`src/rtl/if_fetch_stage_if.sv`:
```
// Fetch-stage bundle: icache request/response, hazard/redirect controls and the IF/ID-facing outputs.
// master = fetch stage, slave = the surrounding pipeline / icache.
interface if_fetch_stage_if;
  logic        ihit;
  logic [31:0] imemload;
  logic        stall;
  logic        redirect;
  logic [31:0] redirect_pc;
  logic        halt;
  logic        iREN;
  logic [31:0] imemaddr;
  logic [31:0] instr_out;
  logic [31:0] pcp4_out;
  logic        valid_out;
  logic [31:0] pc_out;

  modport master (
    input  ihit, imemload, stall, redirect, redirect_pc, halt,
    output iREN, imemaddr, instr_out, pcp4_out, valid_out, pc_out
  );

  modport slave (
    output ihit, imemload, stall, redirect, redirect_pc, halt,
    input  iREN, imemaddr, instr_out, pcp4_out, valid_out, pc_out
  );
endinterface

```
`src/rtl/if_fetch_stage.sv`:
```
// MIPS instruction fetch stage: PC ownership, one-entry skid buffer, redirect with stale-request drop.
// Optional IF_FETCH_PERF_EN adds saturating fetch_cnt / stall_cnt outputs.
module if_fetch_stage #(
  parameter logic [31:0] PC_INIT         = 32'h0000_0000,
  parameter bit          SKID_EN_DEFAULT = 1'b1
) (
  input  logic            CLK,
  input  logic            nRST,
  if_fetch_stage_if.master fif
`ifdef IF_FETCH_PERF_EN
  ,
  output logic [31:0]     fetch_cnt,
  output logic [31:0]     stall_cnt
`endif
);

  typedef enum logic [1:0] {
    BOOT   = 2'd0,
    RUN    = 2'd1,
    DROP   = 2'd2,
    HALTED = 2'd3
  } state_t;

  state_t      state;
  logic [31:0] pc;
  logic [31:0] drop_addr;
  logic [31:0] buf_instr;
  logic [31:0] buf_pcp4;
  logic        buf_valid;

  logic [31:0] pc_plus4;
  logic [31:0] target_pc;
  logic        hit_ok;
  logic        ren;
  logic        valid;
  logic        transfer;
  logic [31:0] addr;
  logic [31:0] instr;
  logic [31:0] pcp4;

  assign pc_plus4  = pc + 32'd4;
  assign target_pc = fif.redirect_pc & 32'hFFFF_FFFC;

  // Without the skid buffer a stall closes the request, so a hit is only usable when not stalled.
  assign hit_ok = fif.ihit & (SKID_EN_DEFAULT | ~fif.stall);

  always_comb begin
    ren   = 1'b0;
    valid = 1'b0;
    addr  = pc;
    instr = 32'h0;
    pcp4  = pc_plus4;
    case (state)
      RUN: begin
        ren   = ~buf_valid & (SKID_EN_DEFAULT | ~fif.stall);
        valid = (buf_valid | hit_ok) & ~fif.redirect;
        if (buf_valid) begin
          instr = buf_instr;
          pcp4  = buf_pcp4;
        end else begin
          instr = fif.imemload;
          pcp4  = pc_plus4;
        end
      end
      DROP: begin
        ren  = 1'b1;
        addr = drop_addr;
      end
      default: begin
      end
    endcase
  end

  assign transfer      = valid & ~fif.stall;
  assign fif.iREN      = ren;
  assign fif.imemaddr  = addr;
  assign fif.instr_out = instr;
  assign fif.pcp4_out  = pcp4;
  assign fif.valid_out = valid;
  assign fif.pc_out    = pc;

  // Halt beats redirect, redirect beats stall; a redirect with an unanswered request must wait it out in DROP.
  always_ff @(posedge CLK or negedge nRST) begin
    if (!nRST) begin
      state     <= BOOT;
      pc        <= PC_INIT;
      buf_valid <= 1'b0;
      buf_instr <= 32'h0;
      buf_pcp4  <= 32'h0;
      drop_addr <= 32'h0;
    end else begin
      case (state)
        BOOT: state <= RUN;
        RUN: begin
          if (fif.halt) begin
            state <= HALTED;
          end else if (fif.redirect) begin
            pc        <= target_pc;
            buf_valid <= 1'b0;
            if (ren & ~fif.ihit) begin
              drop_addr <= pc;
              state     <= DROP;
            end
          end else if (buf_valid) begin
            if (!fif.stall) buf_valid <= 1'b0;
          end else if (hit_ok) begin
            pc <= pc_plus4;
            if (fif.stall) begin
              buf_valid <= 1'b1;
              buf_instr <= fif.imemload;
              buf_pcp4  <= pc_plus4;
            end
          end
        end
        DROP: begin
          if (fif.halt) begin
            state <= HALTED;
          end else begin
            if (fif.redirect) pc <= target_pc;
            if (fif.ihit) state <= RUN;
          end
        end
        default: state <= HALTED;
      endcase
    end
  end

`ifdef IF_FETCH_PERF_EN
  // Counters only move in RUN, so they freeze once HALTED is reached.
  always_ff @(posedge CLK or negedge nRST) begin
    if (!nRST) begin
      fetch_cnt <= 32'h0;
      stall_cnt <= 32'h0;
    end else begin
      if (transfer && fetch_cnt != 32'hFFFF_FFFF) fetch_cnt <= fetch_cnt + 32'd1;
      if (state == RUN && fif.stall && stall_cnt != 32'hFFFF_FFFF) stall_cnt <= stall_cnt + 32'd1;
    end
  end
`endif

endmodule
```
`src/flat_wrapper.sv`:
```
// flat-port wrapper written by rule: the top's interface ports become plain ports
module if_fetch_stage_flat 
#(
  parameter logic [31:0] PC_INIT         = 32'h0000_0000,
  parameter bit          SKID_EN_DEFAULT = 1'b1
)
  (CLK, nRST, fif_ihit, fif_imemload, fif_stall, fif_redirect, fif_redirect_pc, fif_halt, fif_iREN, fif_imemaddr, fif_instr_out, fif_pcp4_out, fif_valid_out, fif_pc_out);
  if_fetch_stage_if fif_i ();
  input  logic CLK;
  input  logic nRST;
  input wire logic [$bits(fif_i.ihit)-1:0] fif_ihit;
  input wire logic [$bits(fif_i.imemload)-1:0] fif_imemload;
  input wire logic [$bits(fif_i.stall)-1:0] fif_stall;
  input wire logic [$bits(fif_i.redirect)-1:0] fif_redirect;
  input wire logic [$bits(fif_i.redirect_pc)-1:0] fif_redirect_pc;
  input wire logic [$bits(fif_i.halt)-1:0] fif_halt;
  output wire logic [$bits(fif_i.iREN)-1:0] fif_iREN;
  output wire logic [$bits(fif_i.imemaddr)-1:0] fif_imemaddr;
  output wire logic [$bits(fif_i.instr_out)-1:0] fif_instr_out;
  output wire logic [$bits(fif_i.pcp4_out)-1:0] fif_pcp4_out;
  output wire logic [$bits(fif_i.valid_out)-1:0] fif_valid_out;
  output wire logic [$bits(fif_i.pc_out)-1:0] fif_pc_out;
  assign fif_i.ihit = fif_ihit;
  assign fif_i.imemload = fif_imemload;
  assign fif_i.stall = fif_stall;
  assign fif_i.redirect = fif_redirect;
  assign fif_i.redirect_pc = fif_redirect_pc;
  assign fif_i.halt = fif_halt;
  assign fif_iREN = fif_i.iREN;
  assign fif_imemaddr = fif_i.imemaddr;
  assign fif_instr_out = fif_i.instr_out;
  assign fif_pcp4_out = fif_i.pcp4_out;
  assign fif_valid_out = fif_i.valid_out;
  assign fif_pc_out = fif_i.pc_out;
  if_fetch_stage #(.PC_INIT(PC_INIT), .SKID_EN_DEFAULT(SKID_EN_DEFAULT)) u_core (.CLK(CLK), .nRST(nRST), .fif(fif_i));
endmodule
```
`config.mk`:
```
export PLATFORM = sky130hd
export DESIGN_NAME = if_fetch_stage_flat
export DESIGN_NICKNAME = d
export VERILOG_FILES = /design/src/rtl/if_fetch_stage_if.sv /design/src/rtl/if_fetch_stage.sv /design/src/flat_wrapper.sv
export SDC_FILE = /design/constraint.sdc
export NUM_CORES = 1
export LEC_CHECK = 0
export ABC_CLOCK_PERIOD_IN_PS = 5800
export BUFFER_PORTS_ARGS = -buffer_cell sky130_fd_sc_hd__buf_4
export CAP_MARGIN = 20
export CORE_MARGIN = 2
export CORE_UTILIZATION = 57
export DETAILED_ROUTE_END_ITERATION = 8
export PLACE_DENSITY = 0.9
export SYNTH_ARGS = -nofsm -noshare
export SYNTH_HDL_FRONTEND = slang
export SYNTH_SLANG_ARGS = --single-unit
```
`constraint.sdc`:
```
create_clock -name CLK -period 5.8 [get_ports CLK]
set_input_delay 0.58 -clock CLK [delete_from_list [all_inputs] [get_ports CLK]]
set_output_delay 0.58 -clock CLK [all_outputs]
set_load 0.02 [all_outputs]
```
Word level (Yosys, flattened, before mapping):

Cells that the tools add are included.

* bitwise operators: 7
* reductions and logical operators: 7
* equality and inequality tests: 10
* add/subtract/negate cells: 1
* mux-type cells: 24

Operator list (count)
* two-way mux 32 bit: 11
* one-hot mux 32 bit (2 select lines): 1
* adder 32 x 3 -> 32 bit, second input constant: 1
* inequality test 3 bit, second input constant: 4
* AND reduction 6 bit: 2
* two-way mux 2 bit: 5
* inequality test 2 bit, second input constant: 3
* one-hot mux 2 bit (3 select lines): 1
* two-way mux 1 bit: 5
* inverter 1 bit: 4
* AND reduction 4 bit: 1
* inequality test 3 x 2 -> 1 bit, second input constant: 1
* AND reduction 3 bit: 1
* AND 1 bit: 2
* equality test 2 x 1 -> 1 bit, second input constant: 1
* equality test 2 bit, second input constant: 1
* zero test 2 bit: 1
* one-hot mux 1 bit (2 select lines): 1
* AND reduction 2 bit: 1
* nonzero test 2 bit: 1
* OR 1 bit: 1

* register bits: 131
* bits of input ports: 70
* output and inout bits: 130
* word-level logic and storage cells: 55

Logic depth before layout (Yosys ltp):

Gate-level depths: netlist (run 1).

* depth in word-level cells: 7
* gate-level depth with buffers: 9
* depth with buffers taken out: 7

Worst setup path after synthesis (run 1):

No wires, ideal clock.

* kind: register -> output
* start point: register u_core.pc[3] (netlist: u_core.fif.pc_out[3])
* end point: output port fif_pcp4_out[26]
* data arrival time: 2231 ps
* data required time: 5220 ps
* path slack: 2989 ps
* buffers on the path: 0
* cell stages (with the launch flop): 7
* cell sequence: dfrtp_1 ha_1 and3_1 nand2_1 or4_4 xor2_1 a21oi_1

* word-level cells in the longest chain between the ends: 3

RTL lines
* start, declared: line if_fetch_stage.sv:25 `logic [31:0] pc;`
* start signal, assigned: line if_fetch_stage.sv:98 `pc <= target_pc;`
* start signal, assigned: line if_fetch_stage.sv:107 `pc <= pc_plus4;`
* start signal, assigned: line if_fetch_stage.sv:119 `if (fif.redirect) pc <= target_pc;`
* adder 32 x 3 -> 32 bit *: line if_fetch_stage.sv:41 `assign pc_plus4 = pc + 32'd4;`
* two-way mux 32 bit: line if_fetch_stage.sv:57 `if (buf_valid) begin`
* two-way mux 32 bit *: line if_fetch_stage.sv:53 `case (state)`
* end, declared: line flat_wrapper.sv:20 `output wire logic [$bits(fif_i.pcp4_out)-1:0] fif_pcp4_out;`

Mark *: on every way between the ends. The rest lies on a longest branch, timed or not.

Final worst setup path (run 1):

* start point: register u_core.pc[2] (netlist: u_core.fif.pc_out[2])
* end point: output port fif_pcp4_out[16]

The elaborated chain is that of the path after synthesis.

==> impl_metrics.json, run 1 <==
{
  "status": "complete, no violations",
  "hpwl_um": 12800,
  "cts_buffers": 17,
  "arrival_ns": 3.32,
  "relSlewSlack_pct": 27.9,
  "synthCells": 797,
  "critPathTopFamily": "simple AND/OR/NAND/NOR gates",
  "cp_slowest_cell": "nor3_1",
  "maxCapViolations": 0,
  "p_switching_mw": 2.61,
  "grt_usage_pct": 30.0,
  "gp_congestion": 0.810,
  "antenna_found_initial": 0,
  "final-setup-viol-count": 0,
  "rr_worst_depth": 5,
  "p_int_mw": 3.35,
  "final_antenna_net_count": 0,
  "postCtsSetupBuffers": 0,
  "critPathBufInv": 1,
  "worstReg2RegEnd": "u_core.drop_addr[16]$_DFFE_PN0P_",
  "clock-skew-final_ns": 0.00844,
  "route.vias.total": 6437,
  "regArea_um2": 3130,
  "routedWlPerCell_um": 17.4,
  "seq_power_share_pct": 28.8,
  "timing.setup.tns_ns": 0,
  "grt_overflow": 0,
  "die_y_um": 116,
  "r2r_start": "u_core.state[0]$_DFFE_PN0P_",
  "reg2reg_slack_ns": 2.79,
  "clkTransAtPathRegs_ns": 0.05,
  "multi_input_comb_area_um2": 3710,
  "drcViolationCount": 0,
  "tritoncts": "built",
  "netlist_area_um2": 7110,
  "power.clock.fraction_pct": 17.5,
  "cp_max_fo": 10,
  "p_leak_nw": 4.37,
  "drv_slew": 0,
  "row_count": 40,
  "ys_seq_area_share_pct": 44.0,
  "grt_pass1_vias": 6124,
  "cts_max_level": 4,
  "holdCritPathClass": "in2async",
  "die_x_um": 116,
  "grt_max_degree": 92,
  "hold_viol_final": 0,
  "nets": 1022,
  "yosysUniqueCellTypes": 44,
  "required_ns": 5.22,
  "cts_resized": 0,
  "diodes": 0,
  "first_pass_iters": 8,
  "fmax_ghz": 0.256,
  "insertion_delay_ns": 0.42,
  "drive_above_1_share_pct": 31.2,
  "p_comb_share_pct": 53.7,
  "routed_via_density": 5.72,
  "ir_worst_vdd_mv": 0.423,
  "synth_warnings": 0,
  "areaGrowthSynthToFinish_pct": 29.1,
  "critPathCaptureType": "primary output",
  "port_buffers": 191,
  "die_area_um2": 13400,
  "cp_cell_sequence": "ha_1 > nand3_1 > nor3_1 > nand4_1 > xor2_1 > a21oi_1 > buf_4",
  "wirelength_um": 19600,
  "first_iter_violations": 582,
  "core-area_um2": 12100,
  "detailedPlace.worstSlack_ns": 2.40,
  "clockRootBuffer": "clkbuf_16",
  "period_needed_ns": 3.90,
  "n_fill_cell": 834,
  "grt_pass1_wl_um": 31000,
  "path_class": "reg2out",
  "critPathLaunchType": "flop",
  "rsz0062_at_grt": "no",
  "p_sw_share_pct": 43.8,
  "power.density_nw_per_um2": 650,
  "layout_setup_ws_ns": 1.90,
  "cts_hold_buffers": 0,
  "initial_core_util_pct": 58.7,
  "cts.sinks": 125,
  "post-route-period-util_pct": 67.3,
  "ios": 200,
  "synth.avg_cell_area_um2": 8.92,
  "worst_pin_slew_ns": 1.08,
  "critPathMaxStageDelay_ns": 0.89,
  "max-clock-path-buffers": 2,
  "synth-seq-cells": 125
}
-- state kept, by name, indices dropped and copies added (netlist names) --
register and flops:
u_core.buf_instr 32, u_core.buf_pcp4 30, u_core.drop_addr 30, u_core.fif.pc_out 30, u_core.state 2, u_core.buf_valid 1
-- layout by cell type, fill, tap and decap left out, types with 4 or more instances in the layout --
cell       instances
conb_1             6
inv_1              6
a2bb2oi_1         18
o21ai_0           38
and4_1             5
a21oi_1           59
mux2i_1           33
o21ai_1            7
nor3_1             7
xnor2_1           11
o22a_1             4
nand4_1            7
clkbuf_16         17
nand2_1          170
xor2_1            17
dfrtp_1          124
ha_1               4
a31oi_1            6
buf_4            196
nor2_1            48
nand3_1           12
o21a_1             5
clkbuf_8           8
or4_4              4
mux2_2            55
o22ai_1           18
nor2b_1           36
and3_1             4
-- worst reg2reg max path, cell delays in order, from the launching register on --
cell and delay [ns]:
dfrtp_1 0.42, inv_1 0.10, ha_2 0.86, o2111ai_1 0.29
nand2b_2 0.69, mux2_2 0.54
-- power by group through the flow --
stage          clock network (mW)  logic [mW]  registers (mW)
2_1_floorplan                   0        2.10            1.60
3_3_place_gp                    0        3.10            1.69
5_1_grt                      1.10        3.44            1.78
6_report                     1.04        3.20            1.72
3_5_place_dp                    0        3.17            1.72
4_1_cts                      1.05        3.20            1.71
-- layout make-up --
| cell class | count | share of cell area (%) |
|---|---|---|
| repair buffers | 198 | 16.4 |
| clock buffers | 26 | 5.88 |
| clock inverters | 4 | 0.559 |
| well taps | 168 | 2.29 |
| flip-flops and latches | 125 | 34.1 |
| multi-input cells | 599 | 40.5 |
| inverters | 6 | 0.246 |
-- layer usage --
layer  routed length [um]  vias up  track usage (%)
met1                 8010     3067             38.3
met4                  716        0             13.2
met5                    0        -                0
met3                 1340       53             8.05
met2                 9560      291             48.3
li1                     -     3026                -
-- how the worst max path moves through the flow --
| stage | start | end | slack (ns) | depth (start not counted) |
|---|---|---|---|---|
| 4_1_cts | u_core.fif.pc_out[2]$_DFFE_PN0P_ | fif_pcp4_out[16] | 1.92 | 7 |
| 3_5_place_dp | u_core.fif.pc_out[2]$_DFFE_PN0P_ | fif_pcp4_out[16] | 2.40 | 7 |
| 5_1_grt | u_core.fif.pc_out[2]$_DFFE_PN0P_ | fif_pcp4_out[16] | 1.80 | 7 |
| 6_report | u_core.fif.pc_out[2]$_DFFE_PN0P_ | fif_pcp4_out[16] | 1.90 | 7 |
| 2_1_floorplan | u_core.fif.pc_out[3]$_DFFE_PN0P_ | fif_pcp4_out[26] | 2.99 | 6 |
| 3_3_place_gp | u_core.buf_valid$_DFFE_PN0N_ | fif_pcp4_out[3] | 2.54 | 3 |
-- synthesized netlist by cell type --
cell type,n,share of area [%]
o22a_1,4,0.49
or4_4,4,0.63
o21ai_0,38,2.7
nor2_1,49,2.6
dfrtp_1,125,44
o2111ai_1,1,0.12
a31oi_1,6,0.53
mux2i_1,33,4.6
or2_2,2,0.18
nand3_1,13,0.92
buf_2,4,0.28
o31ai_1,1,0.11
nor4_2,2,0.35
o21a_1,5,0.53
and4_1,5,0.62
a2bb2oi_1,18,2.2
a22oi_1,2,0.21
o21ai_1,7,0.49
inv_1,6,0.32
clkbuf_1,52,2.7
nor2b_1,36,3.2
mux2_2,55,8.7
nor3_1,7,0.49
a211oi_1,1,0.11
o22ai_1,18,1.6
nand4_4,1,0.30
a21oi_1,59,4.2
nand2_1,171,9.0
nor4_1,1,0.088
and2_1,1,0.088
xor2_1,17,2.1
buf_4,7,0.74
nand4_1,7,0.62
xnor2_1,11,1.4
ha_1,5,0.88
nor4b_1,1,0.12
and3_1,4,0.35
or3_1,1,0.088
nand2b_1,3,0.26
or4_1,2,0.21
conb_1,1,0.053
o31a_1,1,0.12
buf_1,9,0.48
nor4b_2,1,0.21
-- cells by family after synthesis --
logic type                 share of synthesized area, %
AOI/OAI and AO/OA                                  13.3
xor gates and xnor gates                           3.45
adders and majority gates                         0.880
buffers and inverters                              4.56
DFF                                                44.0
muxes                                              13.4
other                                            0.0528
and+or+nand+nor                                    20.3
-- through the flow --
| stage | cells | hold slack (ns) | area, um2 | utilization (%) | power [mW] |
|---|---|---|---|---|---|
| floorplan | 802 | 0.284 | 7120 | - | 3.70 |
| global placement | 1094 | 0.455 | 8550 | 70.6 | 4.79 |
| detailed placement | 1095 | 0.463 | 8560 | 70.7 | 4.88 |
| CTS | 1125 | 0.243 | 9150 | 75.6 | 5.96 |
| global route | 1126 | 0.282 | 9170 | 75.7 | 6.32 |
| finish | 1126 | 0.220 | 9170 | 75.7 | 5.97 |
No activity file was read; power rests on OpenSTA's default activity.
==> run 2: changes to the inputs <==
--- a/config.mk
+++ b/config.mk
@@ -5,13 +5,13 @@
 export SDC_FILE = /design/constraint.sdc
 export NUM_CORES = 1
 export LEC_CHECK = 0
-export ABC_CLOCK_PERIOD_IN_PS = 5800
+export ABC_CLOCK_PERIOD_IN_PS = 3100
 export BUFFER_PORTS_ARGS = -buffer_cell sky130_fd_sc_hd__buf_4
 export CAP_MARGIN = 20
 export CORE_MARGIN = 2
-export CORE_UTILIZATION = 57
+export CORE_UTILIZATION = 48
 export DETAILED_ROUTE_END_ITERATION = 8
-export PLACE_DENSITY = 0.9
+export PLACE_DENSITY = 0.81
 export SYNTH_ARGS = -nofsm -noshare
 export SYNTH_HDL_FRONTEND = slang
 export SYNTH_SLANG_ARGS = --single-unit
==> constraint.sdc (replaced) <==
create_clock -name CLK -period 3.1 [get_ports CLK]
set_input_delay 0.31 -clock CLK [delete_from_list [all_inputs] [get_ports CLK]]
set_output_delay 0.31 -clock CLK [all_outputs]
set_load 0.02 [all_outputs]
==> run 2 against run 1 <==
Compared with the run above:
- final area is 1.4% higher
- critical path type unchanged
- via count is 1.6% lower
- critical endpoint is now fif_pcp4_out[26]
- utilization is 11 points lower
==> impl_metrics.json, run 2 (same netlist as run 1, synthesis figures left out) <==
{
  "p_sw_share_pct": 44.0,
  "holdPathEnd": "u_core.buf_instr[0]$_DFFE_PN0P_",
  "grt_pass1_vias": 6079,
  "worst_pin_slew_ns": 0.630,
  "routedWlPerCell_um": 16.6,
  "n_fill_cell": 1194,
  "critPathLaunchType": "flop",
  "areaGrowthSynthToFinish_pct": 30.9,
  "gp_congestion": 0.848,
  "die_area_um2": 15800,
  "final_antenna_net_count": 0,
  "r2r_start": "u_core.state[1]$_DFFE_PN0P_",
  "clock-skew-final_ns": 0.00599,
  "port_buffers": 191,
  "regMostFlops": "u_core.buf_instr",
  "layout_setup_ws_ns": 0.100,
  "final-setup-viol-count": 0,
  "p_leak_nw": 4.42,
  "critPathCaptureType": "primary output",
  "die_y_um": 126,
  "diodes": 0,
  "die_x_um": 126,
  "initial_core_util_pct": 49.1,
  "largest_reg_flops": 32,
  "grt_usage_pct": 24.4,
  "wirelength_um": 19200,
  "post-route-period-util_pct": 96.8,
  "p_comb_share_pct": 56.1,
  "cts.sinks": 125,
  "holdCritPathClass": "in2reg",
  "p_switching_mw": 4.89,
  "first_iter_violations": 336,
  "status": "complete, no violations",
  "clkTransAtPathRegs_ns": 0.06,
  "power.clock.fraction_pct": 16.5,
  "row_count": 44,
  "timing.setup.tns_ns": 0,
  "rsz0062_at_grt": "no",
  "routed_via_density": 5.47,
  "required_ns": 2.79,
  "worstHoldStart": "fif_imemload[0]",
  "regArea_um2": 3130,
  "cp_cell_sequence": "and4_2 > nand4_4 > or4_4 > xor2_1 > a21oi_1 > buf_4",
  "relSlewSlack_pct": 57.4,
  "multi_input_comb_area_um2": 3710,
  "hpwl_um": 13500,
  "cp_max_fo": 9,
  "route.vias.total": 6337,
  "critPathMaxStageDelay_ns": 0.61,
  "first_pass_iters": 4,
  "most-common-layout-cells": "buf_4, nand2_1, dfrtp_1",
  "grt_pass1_wl_um": 30800,
  "drive_above_1_share_pct": 32.2,
  "detailedPlace.worstSlack_ns": 0.537,
  "p_int_mw": 6.21,
  "maxCapViolations": 0,
  "clockRootBuffer": "clkbuf_16",
  "cts_max_level": 4,
  "power.density_nw_per_um2": 1190,
  "drv_slew": 0,
  "seq_power_share_pct": 27.4,
  "ir_worst_vdd_mv": 0.717,
  "final_common_cell": "buf_4",
  "nets": 1036,
  "grt_max_degree": 57,
  "core-area_um2": 14500,
  "antenna_found_initial": 0,
  "cp_slowest_cell": "or4_4",
  "path_class": "reg2out",
  "cts_buffers": 17,
  "insertion_delay_ns": 0.42,
  "ios": 200,
  "reg2reg_slack_ns": 0.65,
  "grt_overflow": 0,
  "whs_path_depth": 3,
  "arrival_ns": 2.69,
  "drcViolationCount": 0,
  "worstReg2RegEnd": "u_core.buf_pcp4[8]$_DFFE_PN0P_",
  "hold_viol_final": 0,
  "max-clock-path-buffers": 2,
  "rr_worst_depth": 8,
  "tritoncts": "built",
  "period_needed_ns": 3.00,
  "fmax_ghz": 0.333
}
## run 2: cell count changes in the layout (fill, tap and decap cells not counted), sizes merged
| cell | delta |
|---|---|
| clkbuf | -6 |
| buf | +13 |
| clkinvlp | +4 |
| clkinv | +4 |
| dlygate4sd3 | +1 |
## run 2: critical path, delay by kind of cell (launching register included)
kind,cells,cell delay [ns]
buf+inv,1,0.18
simple gates,3,1.20
xor+xnor,1,0.17
flops,1,0.50
compound gates,1,0.22
## run 2: area by class of cell
cell class	count	share of cell area, %
Multi-Input combinational cell	599	39.9
Sequential cell	125	33.6
Timing Repair Buffer	212	17.9
Clock buffer	20	4.80
Tap cell	184	2.48
Clock inverter	12	1.05
Inverter	6	0.242
## run 2: layer usage
layer	up-vias	GRT usage [%]	wire, um
met5	-	0	0
met3	36	5.56	1140
met2	216	39.1	9340
met1	3017	32.2	8260
li1	3068	-	-
met4	0	10.0	467
## run 2: through the flow
step / hold WS [ns] / area, um2 / power [mW] / utilization [%] / instances
after CTS: 0.0755 / 9300 / 11.2 / 64.2 / 1158
final: 0.0870 / 9300 / 11.1 / 64.2 / 1158
after global placement: 0.279 / 8750 / 9.14 / 60.4 / 1125
after floorplan: 0.0144 / 7120 / 6.92 / - / 802
after global routing: 0.0841 / 9300 / 11.8 / 64.2 / 1158
after detailed placement: 0.278 / 8750 / 9.29 / 60.4 / 1125
## run 2: worst max-delay path by stage
stage                             endpoint  slack [ns]  cells past startpoint                               from
final                     fif_pcp4_out[26]        0.10                      6  u_core.fif.pc_out[11]$_DFFE_PN0P_
after global routing      fif_pcp4_out[26]        0.03                      6  u_core.fif.pc_out[10]$_DFFE_PN0P_
after CTS                 fif_pcp4_out[26]        0.07                      6  u_core.fif.pc_out[10]$_DFFE_PN0P_
after detailed placement  fif_pcp4_out[26]        0.54                      6  u_core.fif.pc_out[10]$_DFFE_PN0P_
after global placement    fif_pcp4_out[26]        0.54                      6  u_core.fif.pc_out[10]$_DFFE_PN0P_
after floorplan           fif_pcp4_out[26]        0.56                      6   u_core.fif.pc_out[3]$_DFFE_PN0P_
## run 2: power by group through the flow
| stage | clock network [mW] | registers (mW) | logic, mW |
|---|---|---|---|
| after floorplan | 0 | 3.00 | 3.92 |
| after global placement | 0 | 2.99 | 6.14 |
| after detailed placement | 0 | 3.05 | 6.24 |
| after CTS | 1.87 | 3.03 | 6.27 |
| after global routing | 1.94 | 3.15 | 6.72 |
| final | 1.83 | 3.04 | 6.23 |
## run 2: what timing repair did
| item | CTS | global route |
|---|---|---|
| hold buffers | 1 | 0 |
| resized for setup | 0 | 1 |
| buffers inserted | 0 | 0 |
| endpoints found under the hold margin | 45 | 0 |
| setup endpoints to repair | 0 | 2 |
